File: src/rtl/regfile_pkg.sv
// Shared constants, FSM state encoding and reset preload for the 16x8 register file and its sorter.
// No logic and no timing of its own; it only supplies types and values.
package regfile_pkg;

  localparam int DEPTH  = 16;
  localparam int WIDTH  = 8;
  localparam int ADDR_W = 4;

  typedef enum logic [2:0] {
    IDLE, RD_A, RD_B, CMP, WR_LO, WR_HI, NEXT, DONE
  } state_t;

  function automatic logic [WIDTH-1:0] preset_val(input logic [ADDR_W-1:0] idx);
    logic [WIDTH-1:0] v;
    case (idx)
      4'd0:    v = 8'd254;
      4'd1:    v = 8'd169;
      4'd2:    v = 8'd156;
      4'd3:    v = 8'd250;
      4'd4:    v = 8'd145;
      4'd5:    v = 8'd247;
      4'd6:    v = 8'd128;
      4'd7:    v = 8'd232;
      4'd8:    v = 8'd249;
      4'd9:    v = 8'd105;
      4'd10:   v = 8'd189;
      4'd11:   v = 8'd172;
      4'd12:   v = 8'd65;
      4'd13:   v = 8'd180;
      4'd14:   v = 8'd218;
      default: v = 8'd39;
    endcase
    return v;
  endfunction

endpackage

File: src/rtl/regfile_sorter.sv
// In-place ascending bubble sort over the register file: 4 cycles per compare, 6 when it swaps.
// Start is taken only in IDLE and never queued; all bus outputs are registered and zero when disabled.
module regfile_sorter
  import regfile_pkg::*;
(
  input  logic              Clk,
  input  logic              Rst,
  input  logic              Start,
  output logic              Busy,
  output logic              Done,
  output logic [7:0]        SwapCount,
  output logic [ADDR_W-1:0] R_Addr,
  output logic              R_en,
  input  logic [WIDTH-1:0]  R_Data,
  output logic [ADDR_W-1:0] W_Addr,
  output logic              W_en,
  output logic [WIDTH-1:0]  W_Data
);

  localparam logic [ADDR_W-1:0] LAST_P = ADDR_W'(DEPTH - 2);

  state_t            state;
  logic [ADDR_W-1:0] p, i;
  logic [WIDTH-1:0]  a, b;
  logic              swapped;
  logic [ADDR_W-1:0] last_idx;

  // Highest i compared in this pass; the tail above it is already in place.
  assign last_idx = LAST_P - p;

  always_ff @(posedge Clk) begin
    if (Rst) begin
      state     <= IDLE;
      p         <= '0;
      i         <= '0;
      a         <= '0;
      b         <= '0;
      swapped   <= 1'b0;
      SwapCount <= '0;
      Busy      <= 1'b0;
      Done      <= 1'b0;
      R_Addr    <= '0;
      R_en      <= 1'b0;
      W_Addr    <= '0;
      W_en      <= 1'b0;
      W_Data    <= '0;
    end else begin
      case (state)
        IDLE: begin
          if (Start) begin
            p         <= '0;
            i         <= '0;
            swapped   <= 1'b0;
            SwapCount <= '0;
            Busy      <= 1'b1;
            R_en      <= 1'b1;
            R_Addr    <= '0;
            state     <= RD_A;
          end
        end
        RD_A: begin
          a      <= R_Data;
          R_Addr <= i + 1'b1;
          state  <= RD_B;
        end
        RD_B: begin
          b      <= R_Data;
          R_en   <= 1'b0;
          R_Addr <= '0;
          state  <= CMP;
        end
        CMP: begin
          if (a > b) begin
            W_en   <= 1'b1;
            W_Addr <= i;
            W_Data <= b;
            state  <= WR_LO;
          end else begin
            state  <= NEXT;
          end
        end
        WR_LO: begin
          W_Addr <= i + 1'b1;
          W_Data <= a;
          state  <= WR_HI;
        end
        WR_HI: begin
          swapped   <= 1'b1;
          SwapCount <= SwapCount + 1'b1;
          W_en      <= 1'b0;
          W_Addr    <= '0;
          W_Data    <= '0;
          state     <= NEXT;
        end
        NEXT: begin
          if (i < last_idx) begin
            i      <= i + 1'b1;
            R_en   <= 1'b1;
            R_Addr <= i + 1'b1;
            state  <= RD_A;
          end else if (!swapped || p == LAST_P) begin
            Done  <= 1'b1;
            state <= DONE;
          end else begin
            p       <= p + 1'b1;
            i       <= '0;
            swapped <= 1'b0;
            R_en    <= 1'b1;
            R_Addr  <= '0;
            state   <= RD_A;
          end
        end
        DONE: begin
          Done  <= 1'b0;
          Busy  <= 1'b0;
          state <= IDLE;
        end
        default: state <= IDLE;
      endcase
    end
  end

endmodule

File: config.mk
export PLATFORM = sky130hd
export DESIGN_NAME = regfile_sorter
export DESIGN_NICKNAME = d
export VERILOG_FILES = /design/src/rtl/regfile_pkg.sv /design/src/rtl/regfile_sorter.sv
export SDC_FILE = /design/constraint.sdc
export NUM_CORES = 1
export LEC_CHECK = 0
export CAP_MARGIN = 25
export CORE_ASPECT_RATIO = 0.6
export CORE_MARGIN = 3
export CORE_UTILIZATION = 59
export CTS_CLUSTER_DIAMETER = 50
export DETAILED_ROUTE_END_ITERATION = 10
export PLACE_DENSITY = 0.82
export SLEW_MARGIN = 20
export SYNTH_ARGS = -nofsm -noshare
export SYNTH_HDL_FRONTEND = slang
export SYNTH_SLANG_ARGS = --single-unit
File: constraint.sdc
create_clock -name Clk -period 5.55 [get_ports Clk]
set_input_delay 0.8325 -clock Clk [delete_from_list [all_inputs] [get_ports Clk]]
set_output_delay 0.8325 -clock Clk [all_outputs]
set_load 0.005 [all_outputs]
=== After elaboration in Yosys (flattened, before gate mapping) ===
Cells that the tools add are included.

* Magnitude comparators: 2
* Add/sub/neg operators: 4
* Equality and inequality tests: 14
* Multiplexer cells: 33
* Reduce and logical (&&, ||, !) cells: 22

{| class="wikitable"
|+ Operators by type and width
! operator !! number
|-
| 4-bit 2-to-1 mux || 6
|-
| 3-bit case mux with 8 select lines || 1
|-
| 8-bit case mux with 3 select lines || 1
|-
| 8-bit 2-to-1 mux || 2
|-
| 4-bit case mux with 2 select lines || 2
|-
| 4-bit case mux with 4 select lines || 1
|-
| 8-bit case mux with 2 select lines || 1
|-
| 3-bit == test, second input constant || 4
|-
| 4-bit case mux with 3 select lines || 1
|-
| 3-bit AND reduction || 4
|-
| 2-bit inequality test, second input constant || 5
|-
| 2-bit nonzero test || 5
|-
| 1-bit 2-to-1 mux || 9
|-
| 3-bit 2-to-1 mux || 3
|-
| 3-bit nonzero test || 3
|-
| 4-bit by 1-bit adder with 4-bit output, second input constant || 2
|-
| 8-bit by 1-bit adder with 8-bit output, second input constant || 1
|-
| 8-bit greater-than comparator || 1
|-
| 2-bit AND reduction || 4
|-
| 4-bit AND reduction || 2
|-
| 3-bit by 2-bit == test with 1-bit output, second input constant || 2
|-
| 1-bit case mux with 2 select lines || 3
|-
| 1-bit case mux with 3 select lines || 2
|-
| 4-bit == test, second input constant || 1
|-
| 9 further kinds || 9
|}

* Output and inout port bits: 28
* Logic and storage cells: 89
* Register bits after elaboration: 56
* Input bits: 11

=== Longest topological paths before layout ===
Gate-level depths: netlist (run 1).

* Word-level depth: 5
* Gate-level depth with buffers: 9
* Gate-level depth less buffers: 8

=== Least setup slack after synthesis (run 1) ===
Ideal clock, no wire load.

* Path type: register -> register
* From: register b[3]
* To: register W_Addr[0]
* Clock period less this slack: 2,137 ps
* Buffers on the path: 1
* Arrival: 2,016 ps
* Stages on the path, launching flop included: 9
* Setup time: 121 ps
* Data required time: 5,429 ps
* Path slack: 3,413 ps
* Cells stage by stage: dfxtp_1 inv_1 ha_1 and4_1 or4_1 a21o_1 nand3_4 buf_12 mux2_4

* Cells in the longest elaborated chain, start to end: 3

{| class="wikitable"
|+ Ends and longest elaborated chain
! item !! line !! text
|-
| from (decl) || regfile_sorter.sv:24 || <nowiki>logic [WIDTH-1:0] a, b;</nowiki>
|-
| from (signal assigned) || regfile_sorter.sv:67 || <nowiki>b <= R_Data;</nowiki>
|-
| 8-bit greater-than comparator || regfile_sorter.sv:73 || <nowiki>if (a > b) begin</nowiki>
|-
| 2-bit inequality test (no line) || n/a ||
|-
| 2-bit AND reduction (no line) || n/a ||
|-
| to (signal assigned) || regfile_sorter.sv:75 || <nowiki>W_Addr <= i;</nowiki>
|-
| to (signal assigned) || regfile_sorter.sv:83 || <nowiki>W_Addr <= i + 1'b1;</nowiki>
|-
| to (decl) || regfile_sorter.sv:15 || <nowiki>output logic [ADDR_W-1:0] W_Addr,</nowiki>
|}

No other way between the ends.
A chain may end at the register's enable or synchronous reset.

=== Worst setup path in the final report (run 1) ===
* From: register b[5]
* To: register W_Data[0]

* Cells in the longest elaborated chain, start to end: 3

{| class="wikitable"
|+ Ends and longest elaborated chain
! item !! line !! text
|-
| 8-bit greater-than comparator || regfile_sorter.sv:73 ||
|-
| 2-bit inequality test (no line) || n/a ||
|-
| 2-bit AND reduction (no line) || n/a ||
|-
| to (signal assigned) || regfile_sorter.sv:76 || <nowiki>W_Data <= b;</nowiki>
|-
| to (signal assigned) || regfile_sorter.sv:84 || <nowiki>W_Data <= a;</nowiki>
|-
| to (signal assigned) || regfile_sorter.sv:92 || <nowiki>W_Data <= '0;</nowiki>
|-
| to (decl) || regfile_sorter.sv:17 || <nowiki>output logic [WIDTH-1:0] W_Data</nowiki>
|}

No other way between the ends.

==> metrics, run 1 <==
status=complete, no violations; Worst setup SP type=register; PD cells=230.5 nW/µm²; GPL Wtd Cong=0.9484; setup bufs post-CTS=0; critical path type=reg2reg; Seq cells post-synth=56; Rows=19; critical path arrival=2570 ps; Ys Warns=0; Place WS=2824 ps; crit path time final=2365 ps; reg2reg path depth=7; antenna viol nets, final=0; clk sinks=56; # diodes=0; Nets=413; Max Clk Rate=422.8 MHz; post-DP HPWL=4.981 mm; final setup fails=0; Core Area=4659 µm²; htree depth=2; HP Start=b[3]$_SDFFE_PP0P_; syn_nets=382; routed wire length=7.047 mm; DR DRC count=0; RSZ-0062 raised after global routing=false; initial antenna violation count=0; largest net degree at the start of global routing=60; proportion of layout cells with a drive suffix above 1=7.772%; Hold Path Class=reg2reg; CTS root buffer=clkbuf_8; EDFF count, synth=0; FF-to-FF Start=b[5]$_SDFFE_PP0P_; clk buf depth=2; vias=2661; Avg Cell Area, Syn=8.205 µm²; Final Slew Violations=0; die area=5844 µm²; max_cap viols=0; vias in the first global route=2282; Setup Skew=7.872 ps; Hold Path End=b[3]$_SDFFE_PP0P_; first-pass GRT wire length=11.24 mm; Seq. cell area=1121 µm²; Max rail drop VDD=0.1545 mV; reg2reg end=W_Data[0]$_SDFFE_PP0P_; iteration count of the initial detailed-routing pass=5; top_reg_cell synth=dfxtp_1; crit share post-route=42.61%; Slew HR=48.82%; Overflow after GRT=0; Async SR Flop Fraction=0%; CTS Hold Bufs=0; GRT Util Overall=23.82%; clk_lat worst skew=310 ps; DRT iter0 DRCs=330; Pleak=1.293 nW; DR vias/cell=5.927; CTS tree=yes; CTS buffer count=5; die height=60.43 µm; post-synthesis sequential area ratio=38.49%; Post-Synthesis Cells=355; Crit. End Element=register; Yosys cell types=43; CTS clk-pin slew, worst paths=100 ps; setup tns final=0 ps; Worst Setup Slack, final=3185 ps; post_cts resized=0; fill cell count=361; WHS Path Cells=2; CP required=5760 ps; Top Ports=39; DR WL/cell=15.69 µm; total power=787.3 µW; Area Overhead vs Synth=17.27%; count of input and output buffers=38; Worst Path Max Fanout=12; Final Hold Slack=462.1 ps; worst-margin pin slew=764.8 ps; Hold Fails Final Rpt=0; Mapped Area=2913 µm²; Die Wd=96.71 µm; reg2reg setup slack=3190 ps; Multi-input gate area=1642 µm²; Initial Utilization=62.51%
## worst max-delay path: stages, from the launching register on
cell and delay, ps:
dfxtp_1 350, inv_1 90, ha_1 310, nand4_1 140, or4_1 530, a21o_1 230
nand3_4 220, mux2_2 360
## worst max-delay path by stage
stage / slack [ps] / startpoint / endpoint / depth (start not counted)
after global placement: 2950 / Rst / R_Addr[0]$_SDFFE_PP0P_ / 6
after global routing: 3060 / b[7]$_SDFFE_PP0P_ / W_Data[1]$_SDFFE_PP0P_ / 7
after CTS: 3120 / state[2]$_SDFFE_PP0P_ / W_Data[3]$_SDFFE_PP0P_ / 5
final: 3190 / b[5]$_SDFFE_PP0P_ / W_Data[0]$_SDFFE_PP0P_ / 7
after floorplan: 3410 / b[3]$_SDFFE_PP0P_ / W_Addr[0]$_SDFFE_PP0P_ / 8
after detailed placement: 2820 / Rst / R_Addr[3]$_SDFFE_PP0P_ / 6
## per-layer routing
layer	up-vias	GRT usage, %	wire, µm	part of all wire [%]
li1	1309	-	-	-
met1	1197	36.26	3413	48
met2	138	32.55	2803	40
met3	17	6.315	724	10
met4	0	7.200	106	1.5
met5	-	0	0	0
## state kept, by name, indices dropped and copies added, names as in the netlist, 3 cells and up
name       flops
a              8
state          3
p              4
R_Addr         4
SwapCount      8
W_Addr         4
b              8
i              4
W_Data         8
## layout by cell type (no fill, tap or decap), drive strengths merged, types with 13 or more instances in the layout
cell	n
nor2	43
mux2	13
nand2	46
dfxtp	56
ha	16
nor2b	15
inv	18
a21oi	36
clkdlybuf4s50	37
o21ai	16
## kinds of logic after synthesis
logic type | synth area share (%)
simple gates | 22.55
compound gates | 18.99
flops | 38.49
buf+inv | 5.326
fa+ha+maj | 6.873
mux | 6.873
xor+xnor | 0.9022
## through the flow
step	area [µm²]	cells	utilization, %
after floorplan	2913	355	-
after global placement	3279	440	70.38
after detailed placement	3279	440	70.38
after CTS	3376	447	72.45
after global routing	3416	449	73.31
final	3416	449	73.31
## area by class of cell
type,count,share of cell area [%]
clock buffer,7,2.821
tap,63,2.308
sequential,56,32.82
timing repair buffer,40,12.01
inverter,18,1.978
multi-input combinational,265,48.06
## synth_stat cells, drive strengths merged (11+ instances only)
cell type / n / area (µm²)
dfxtp: 56 / 1121
a21oi: 36 / 180.2
mux2: 13 / 180.2
nor2: 43 / 161.4
a31oi: 12 / 75.07
nand2: 46 / 172.7
nand3: 12 / 72.57
o21ai: 16 / 80.08
clkbuf: 11 / 41.29
nor2b: 15 / 93.84
ha: 16 / 200.2
inv: 18 / 67.56
## power by group
| part | switching, mW | leakage, nW | internal [mW] |
|---|---|---|---|
| Clock | 0.131 | 0.0503 | 0.112 |
| Sequential | 0.0154 | 0.454 | 0.415 |
| Combinational | 0.0673 | 0.789 | 0.0475 |
| Total | 0.213 | 1.29 | 0.574 |
(Power assumes the default switching activity.)
==> run 2, diff against run 1 <==
CORE_UTILIZATION = 55   (was 59)
PLACE_DENSITY = 0.77   (was 0.82)
clock period = 2.2 ns   (was 5.55 ns; I/O delays follow)
==> run 2 against run 1 <==
Against the previous run:
- the flow now finishes with violations (negative setup slack)
- core utilization grew 2.0 points
- global-route usage decreased by 0.74 points
- combinational power grew to 3.1 times the previous value
- cell count rose by 4.2%
- die area increased by 6.7%
- count of clock-buffer cells in the layout down 1
- flip-flop and latch count did not move
- critical path depth up 1
- clock power up 130%
- worst hold slack got worse by 90 ps
- setup slack worse by 3200 ps
- critical endpoint is now W_Addr[2]$_SDFFE_PP0P_
- highest routed layer unchanged
==> metrics, run 2 (same netlist as run 1, synthesis figures left out) <==
worst-margin pin slew=508.1 ps; total power=1.992 mW; CTS clk-pin slew, worst paths=100 ps; fill cell count=385; die height=62.37 µm; most common cell after layout, fill and taps aside=nand2_1; clk buf depth=2; Hold Path Class=in2reg; Nets=432; Overflow after GRT=0; Worst Setup Slack, final=-5.342 ps; Die Wd=99.95 µm; DR vias/cell=5.716; Hold Fails Final Rpt=0; routed wire length=7.439 mm; Top Ports=39; NetSw=568.9 µW; iteration count of the initial detailed-routing pass=5; CTS root buffer=clkbuf_8; proportion of layout cells with a drive suffix above 1=17.28%; Setup Skew=6.225 ps; vias=2675; Multi-input gate area=1750 µm²; Area Overhead vs Synth=24.83%; status=complete, but fails checks; combinational share of power=18.1%; critical path arrival=2460 ps; initial antenna violation count=0; Rows=19; post-DP HPWL=5.110 mm; antenna viol nets, final=0; Pleak=1.397 nW; vias in the first global route=2364; GRT Util Overall=23.08%; max_cap viols=0; die area=6234 µm²; Max rail drop VDD=0.4044 mV; count of input and output buffers=38; Net Sw Frac=28.56%; critical path type=reg2reg; Max Clk Rate=453.4 MHz; clk_lat worst skew=320 ps; final setup fails=1; DR DRC count=0; crit share post-route=100.2%; register share of total power=54.1%; Core Area=4826 µm²; Worst setup SP type=register; failing checks=negative setup slack; Slew HR=65.65%; Clock Power Share=27.8%; crit path time final=2205 ps; DR WL/cell=15.90 µm; CTS buffer count=5; DRT iter0 DRCs=225; PD cells=547.7 nW/µm²; first-pass GRT wire length=11.67 mm; largest net degree at the start of global routing=37; setup bufs post-CTS=0; Seq. cell area=1135 µm²; most frequent cells in the layout=nand2_1 (46), dfxtp_1 (45), nor2_1 (43); CP required=2460 ps; Final Slew Violations=0; CTS tree=yes; Crit. End Element=register; internal power consumption=1.423 mW; htree depth=2; setup tns final=-5.342 ps; GPL Wtd Cong=0.8921; Worst Path Max Fanout=3; Place WS=-34.84 ps; # diodes=0; Initial Utilization=60.36%; clk sinks=56
-- run 2: critical path, stage by stage, from the launching register on --
cell and delay (ps):
dfxtp_2 340, inv_1 50, ha_1 310, nand4_1 170
or4_4 530, a21o_4 230, buf_6 120, a311o_1 330
o21ai_1 70
-- run 2: worst paths after layout --
| check | startpoint | cells after the start | slack, ps | end |
|---|---|---|---|---|
| max | b[5]$_SDFFE_PP0P_ | 8 | -5 | W_Addr[2]$_SDFFE_PP0P_ |
| min | Rst | 4 | 370 | W_Addr[2]$_SDFFE_PP0P_ |
| max reg2reg | b[5]$_SDFFE_PP0P_ | 8 | -5 | W_Addr[2]$_SDFFE_PP0P_ |
| min reg2reg | b[7]$_SDFFE_PP0P_ | 2 | 460 | b[7]$_SDFFE_PP0P_ |
-- run 2: power groups by stage --
| stage | Combinational, mW | Sequential (mW) | Clock (mW) |
|---|---|---|---|
| after floorplan | 0.207 | 1.09 | 0 |
| after global placement | 0.319 | 1.09 | 0 |
| after detailed placement | 0.324 | 1.09 | 0 |
| after CTS | 0.328 | 1.07 | 0.557 |
| after global routing | 0.395 | 1.08 | 0.604 |
| final | 0.360 | 1.08 | 0.554 |
-- run 2: area by class of cell --
cell class                      instances  area share (%)
Clock buffer                            6           1.996
Clock inverter                          1          0.1376
Inverter                               18           1.858
Multi-Input combinational cell        266           48.14
Sequential cell                        56           31.21
Tap cell                               63           2.168
Timing Repair Buffer                   58           14.49
-- run 2: per-stage QoR --
step	util, %	area (µm²)	instances	hold slack, ps
after floorplan	-	2913	355	436.3
after global placement	70.91	3422	459	444.4
after detailed placement	70.91	3422	459	446.3
after CTS	72.96	3521	467	392.9
after global routing	75.34	3636	468	404.2
final	75.34	3636	468	372.6
-- run 2: timing repair --
| item | 4_1_cts | 5_1_grt |
|---|---|---|
| hold buffers | 0 | 0 |
| cloned | 1 | 0 |
| setup endpoints to repair | 11 | 22 |
| pin swaps | 2 | 6 |
| resized for setup | 4 | 25 |
-- run 2: per-layer routing --
metal	wire length (µm)	share of wire, %	track usage (%)	up-vias
met5	0	0	0	-
li1	-	-	-	1343
met2	3068	41	31.40	98
met3	496	6.7	3.790	9
met1	3792	51	36.98	1225
met4	82	1.1	5.622	0
==> run 3, diff against run 2 <==
CORE_MARGIN = not set   (was 3)
==> run 3 against run 2 <==
Against the previous run:
- the run now ends clean
- worst hold slack worse by 33 ps
- flip-flop and latch count unchanged
- final area rose by 0.48%
- sequential share of layout area shrank 0.12 points
- first-iteration DRC count is 0.89% lower
- clock power increased by 23%
- register-to-register slack better by 30 ps
- clock skew rose by 3.9 ps
- count of clock-buffer cells in the layout stayed put
- non-clock buffer count grew 3
- largest cell class unchanged
==> metrics, run 3 (same netlist as run 1, synthesis figures left out) <==
count of input and output buffers=38; Max rail drop VDD=0.3708 mV; Die Wd=95.95 µm; most frequent cells in the layout=nand2_1 (46), dfxtp_1 (44), nor2_1 (43); die height=58.37 µm; PD cells=580.3 nW/µm²; FF-to-FF Start=b[3]$_SDFFE_PP0P_; Rows=20; worst-margin pin slew=488.4 ps; critical path arrival=2420 ps; Area Overhead vs Synth=25.43%; clk buf depth=2; Hold Fails Final Rpt=0; CTS root buffer=clkbuf_8; Pleak=1.420 nW; DRT iter0 DRCs=223; status=complete, no violations; crit share post-route=98.76%; Final Hold Slack=339.3 ps; Slew HR=67.44%; proportion of layout cells with a drive suffix above 1=17.11%; CP required=2450 ps; Crit. End Element=register; worst-path cell chain=inv_1, ha_4, and4_1, or4_4, a21o_4, buf_4, a311o_1, o21ai_0; total power=2.120 mW; HP Start=Rst; CTS Hold Bufs=0; Worst Path Max Fanout=3; htree depth=2; Core Area=5080 µm²; largest net degree at the start of global routing=48; post-DP HPWL=4.992 mm; clk sinks=56; DR vias/cell=5.808; Hold Path Class=in2reg; vias=2759; # diodes=0; DP Area=3418 µm²; routed wire length=7.332 mm; Design Area, Final=3654 µm²; critical path type=reg2reg; final setup fails=0; iteration count of the initial detailed-routing pass=5; Worst Setup SP=b[3]$_SDFFE_PP0P_; GRT Util Overall=26.93%; CTS tree=yes; Setup Skew=10.14 ps; initial antenna violation count=0; CP max-delay cell=or4_4; max_cap viols=0; first-pass GRT wire length=11.31 mm; Worst setup SP type=register; CTS buffer count=5; vias in the first global route=2279; antenna viol nets, final=0; Final Slew Violations=0; most common cell after layout, fill and taps aside=nand2_1; Initial Utilization=57.34%; CTS clk-pin slew, worst paths=100 ps; die area=5601 µm²; GPL Wtd Cong=0.8900; clk_lat worst skew=320 ps; CP max stage delay=520 ps; setup tns final=0 ps; Top Ports=39; Overflow after GRT=0; Nets=435; DR WL/cell=15.44 µm; DR DRC count=0; Max Clk Rate=460.2 MHz; crit path time final=2173 ps
run 3: report_power, final:
group          internal [mW]  leakage, nW  switching (mW)
Sequential              1.05        0.459          0.0226
Combinational          0.163        0.906           0.206
Clock                  0.339       0.0552           0.342
run 3: worst paths after layout:
kind | slack, ps | cells after the start | end
setup / recovery | 30 | 8 | W_Addr[2]$_SDFFE_PP0P_
hold / removal | 340 | 2 | SwapCount[5]$_SDFFE_PP0P_
setup reg to reg | 30 | 8 | W_Addr[2]$_SDFFE_PP0P_
hold reg to reg | 460 | 2 | b[5]$_SDFFE_PP0P_
run 3: critical path: cells and delay by family (launching register included):
family          cells  cell delay (ps)
flops               1              340
simple gates        2              730
compound gates      3              590
buf+inv             2              240
fa+ha+maj           1              210
run 3: layout make-up:
class	count	area, µm²
Clock buffer	6	72.57
Clock inverter	2	35.03
Fill cell	412	1426
Inverter	18	67.56
Multi-Input combinational cell	266	1714
Sequential cell	56	1136
Tap cell	66	82.58
Timing Repair Buffer	61	545.5
run 3: repair_timing:
| action | CTS | global route |
|---|---|---|
| pin swaps | 0 | 3 |
| gates cloned | 1 | 0 |
| setup buffers | 0 | 4 |
| endpoints found under the setup margin | 3 | 22 |
| resized for setup | 0 | 23 |
run 3: routing by layer:
metal	vias up	part of all wire (%)	track usage, %
met5	-	0	0
met4	0	1.2	7.036
met3	13	7.6	5.297
met2	100	42	37.04
met1	1294	50	42.38
li1	1352	-	-
run 3: per-stage QoR:
step	util [%]	worst slack [ps]	std cells
final	71.92	27.21	475
after detailed placement	67.29	-21.22	461
after global routing	71.92	-22.70	475
after CTS	69.61	0.7363	470
after global placement	67.29	21.81	461
after floorplan	-	62.79	355
==> patch (settings of run 3) <==
Change the package constant `ADDR_W` from 4 to 5.
--- a/src/rtl/regfile_pkg.sv
+++ b/src/rtl/regfile_pkg.sv
@@ -4,7 +4,7 @@
 
   localparam int DEPTH  = 16;
   localparam int WIDTH  = 8;
-  localparam int ADDR_W = 4;
+  localparam int ADDR_W = 5;
 
   typedef enum logic [2:0] {
     IDLE, RD_A, RD_B, CMP, WR_LO, WR_HI, NEXT, DONE
Ports: changed (resized R_Addr and W_Addr); port bits go from 39 to 41. The function was not compared with the original's and may differ.
==> patch against run 3 <==
The flow now finishes with violations (setup timing); hold slack gained 25 ps; sequential share of layout area shrank 1.9 points; routed wire length grew 9.5%; final area grew 13%; sequential cell count grew 4; first-iteration DRC count shrank 25%; fmax shrank 1.7%; setup slack lost 37 ps; non-clock buffer count grew 4; area after synthesis grew 8.4%; critical path type unchanged.
Power is not compared: it rests on default switching activity, and its combinational part moved more than twofold at a synthesized area within 25%.
==> patch: results <==
{
  "min_to": "i[1]",
  "r2r-end": "p[0]",
  "max_stage_delay_ps": 460,
  "clock_latency_ps": 340,
  "yosysUniqueCellTypes": 47,
  "instances_no_fill": 510,
  "gp_congestion": 0.827,
  "synth.top_cells.by_count": "nor2_1 (63), dfxtp_1 (60), a21oi_1 (27), mux2i_1 (17), nand2_1 (17)",
  "cts_made_buffers": 9,
  "grt_max_degree": 31,
  "grt_usage_pct": 28.0,
  "synth_nets": 400,
  "slew_headroom_pct": 58.2,
  "drt-initial-drc-count": 168,
  "synth_seq_area_share_pct": 38.0,
  "final_nets": 455,
  "wire_per_inst_um": 15.7,
  "crit_family": "adder cells",
  "fin_ws_ps": -9.73,
  "drive_gt1_share_pct": 18.2,
  "numPlacedInstances": 490,
  "violations": "setup timing",
  "grt_pass1_vias": 2543,
  "outcome": "complete, but fails checks",
  "critPathArrivalTime_ps": 2470,
  "r2r_cells": 10,
  "htreeDepth": 3,
  "finalSetupViolations": 1,
  "clk_pin_slew_ps": 70
}
[patch: changes by cell type after synthesis, moves of 7 or more]
| cell | run 3 | this run |
|---|---|---|
| nor2b_1 | 15 | 8 |
| mux2_4 | 9 | 0 |
| a21oi_1 | 36 | 27 |
| o21bai_1 | 0 | 7 |
| and3_1 | 2 | 11 |
| nand2_1 | 46 | 17 |
| mux2i_1 | 2 | 17 |
| nor2_1 | 43 | 63 |
| nand2b_1 | 5 | 15 |
| a31oi_1 | 12 | 2 |
[patch: power groups by stage]
stage                     sequential, mW  combinational (mW)  clock [mW]
after floorplan                     1.22               0.613           0
after global placement              1.27               0.778           0
after detailed placement            1.28               0.799           0
after CTS                           1.25               0.818        1.25
after global routing                1.27               0.920        1.29
final                               1.26               0.843        1.25
[patch: what timing repair did]
action                                  in CTS  in global routing
pin swaps                                   10                 10
setup buffers                                2                  1
endpoints found under the setup margin      14                 24
gates resized for setup                     18                 11
cloned                                       1                  0
[patch: how the worst max path moves through the flow]
stage                     end  from  cells after the start
floorplan                i[0]  p[0]                      9
global route             p[0]  p[1]                     10
CTS                 R_Addr[3]  p[1]                      9
detailed placement       p[4]  p[0]                     10
finish                   p[0]  p[0]                     10
global placement         p[1]  p[1]                      9
[patch: final cells by class]
cell class              count  area share, %
flip-flops and latches     60           29.2
clock inverters             6           2.69
clock buffers              10           3.32
repair buffers             65           14.7
multi-input cells         276           46.3
well taps                  77           2.32
inverters                  16           1.48
[patch: metal layers]
layer	wire length [um]	GRT usage, %
met5	0	0
met4	101	8.19
met3	565	5.76
met2	3220	41.4
met1	4140	41.3
[patch: cells by family (layout without fill, tap and decap cells)]
family / after synthesis / in the layout / synth area share [%]
AND/OR/NAND/NOR: 149 / 149 / 23.3
AO/OA/AOI/OAI: 80 / 80 / 16.9
flip-flops: 60 / 60 / 38.0
buffers and inverters: 37 / 97 / 5.47
multiplexers: 25 / 25 / 8.24
adder cells (fa/ha/maj): 16 / 16 / 6.34
XOR/XNOR: 6 / 6 / 1.66
[patch: through the flow]
step,worst slack (ps),area [um2],util (%),hold WS [ps]
finish,-9.73,4140,78.5,364
global route,-107,4140,78.5,372
CTS,-11.8,4070,77.0,359
detailed placement,-171,3730,70.6,453
global placement,-92.3,3730,70.6,451
floorplan,55.8,3160,-,450
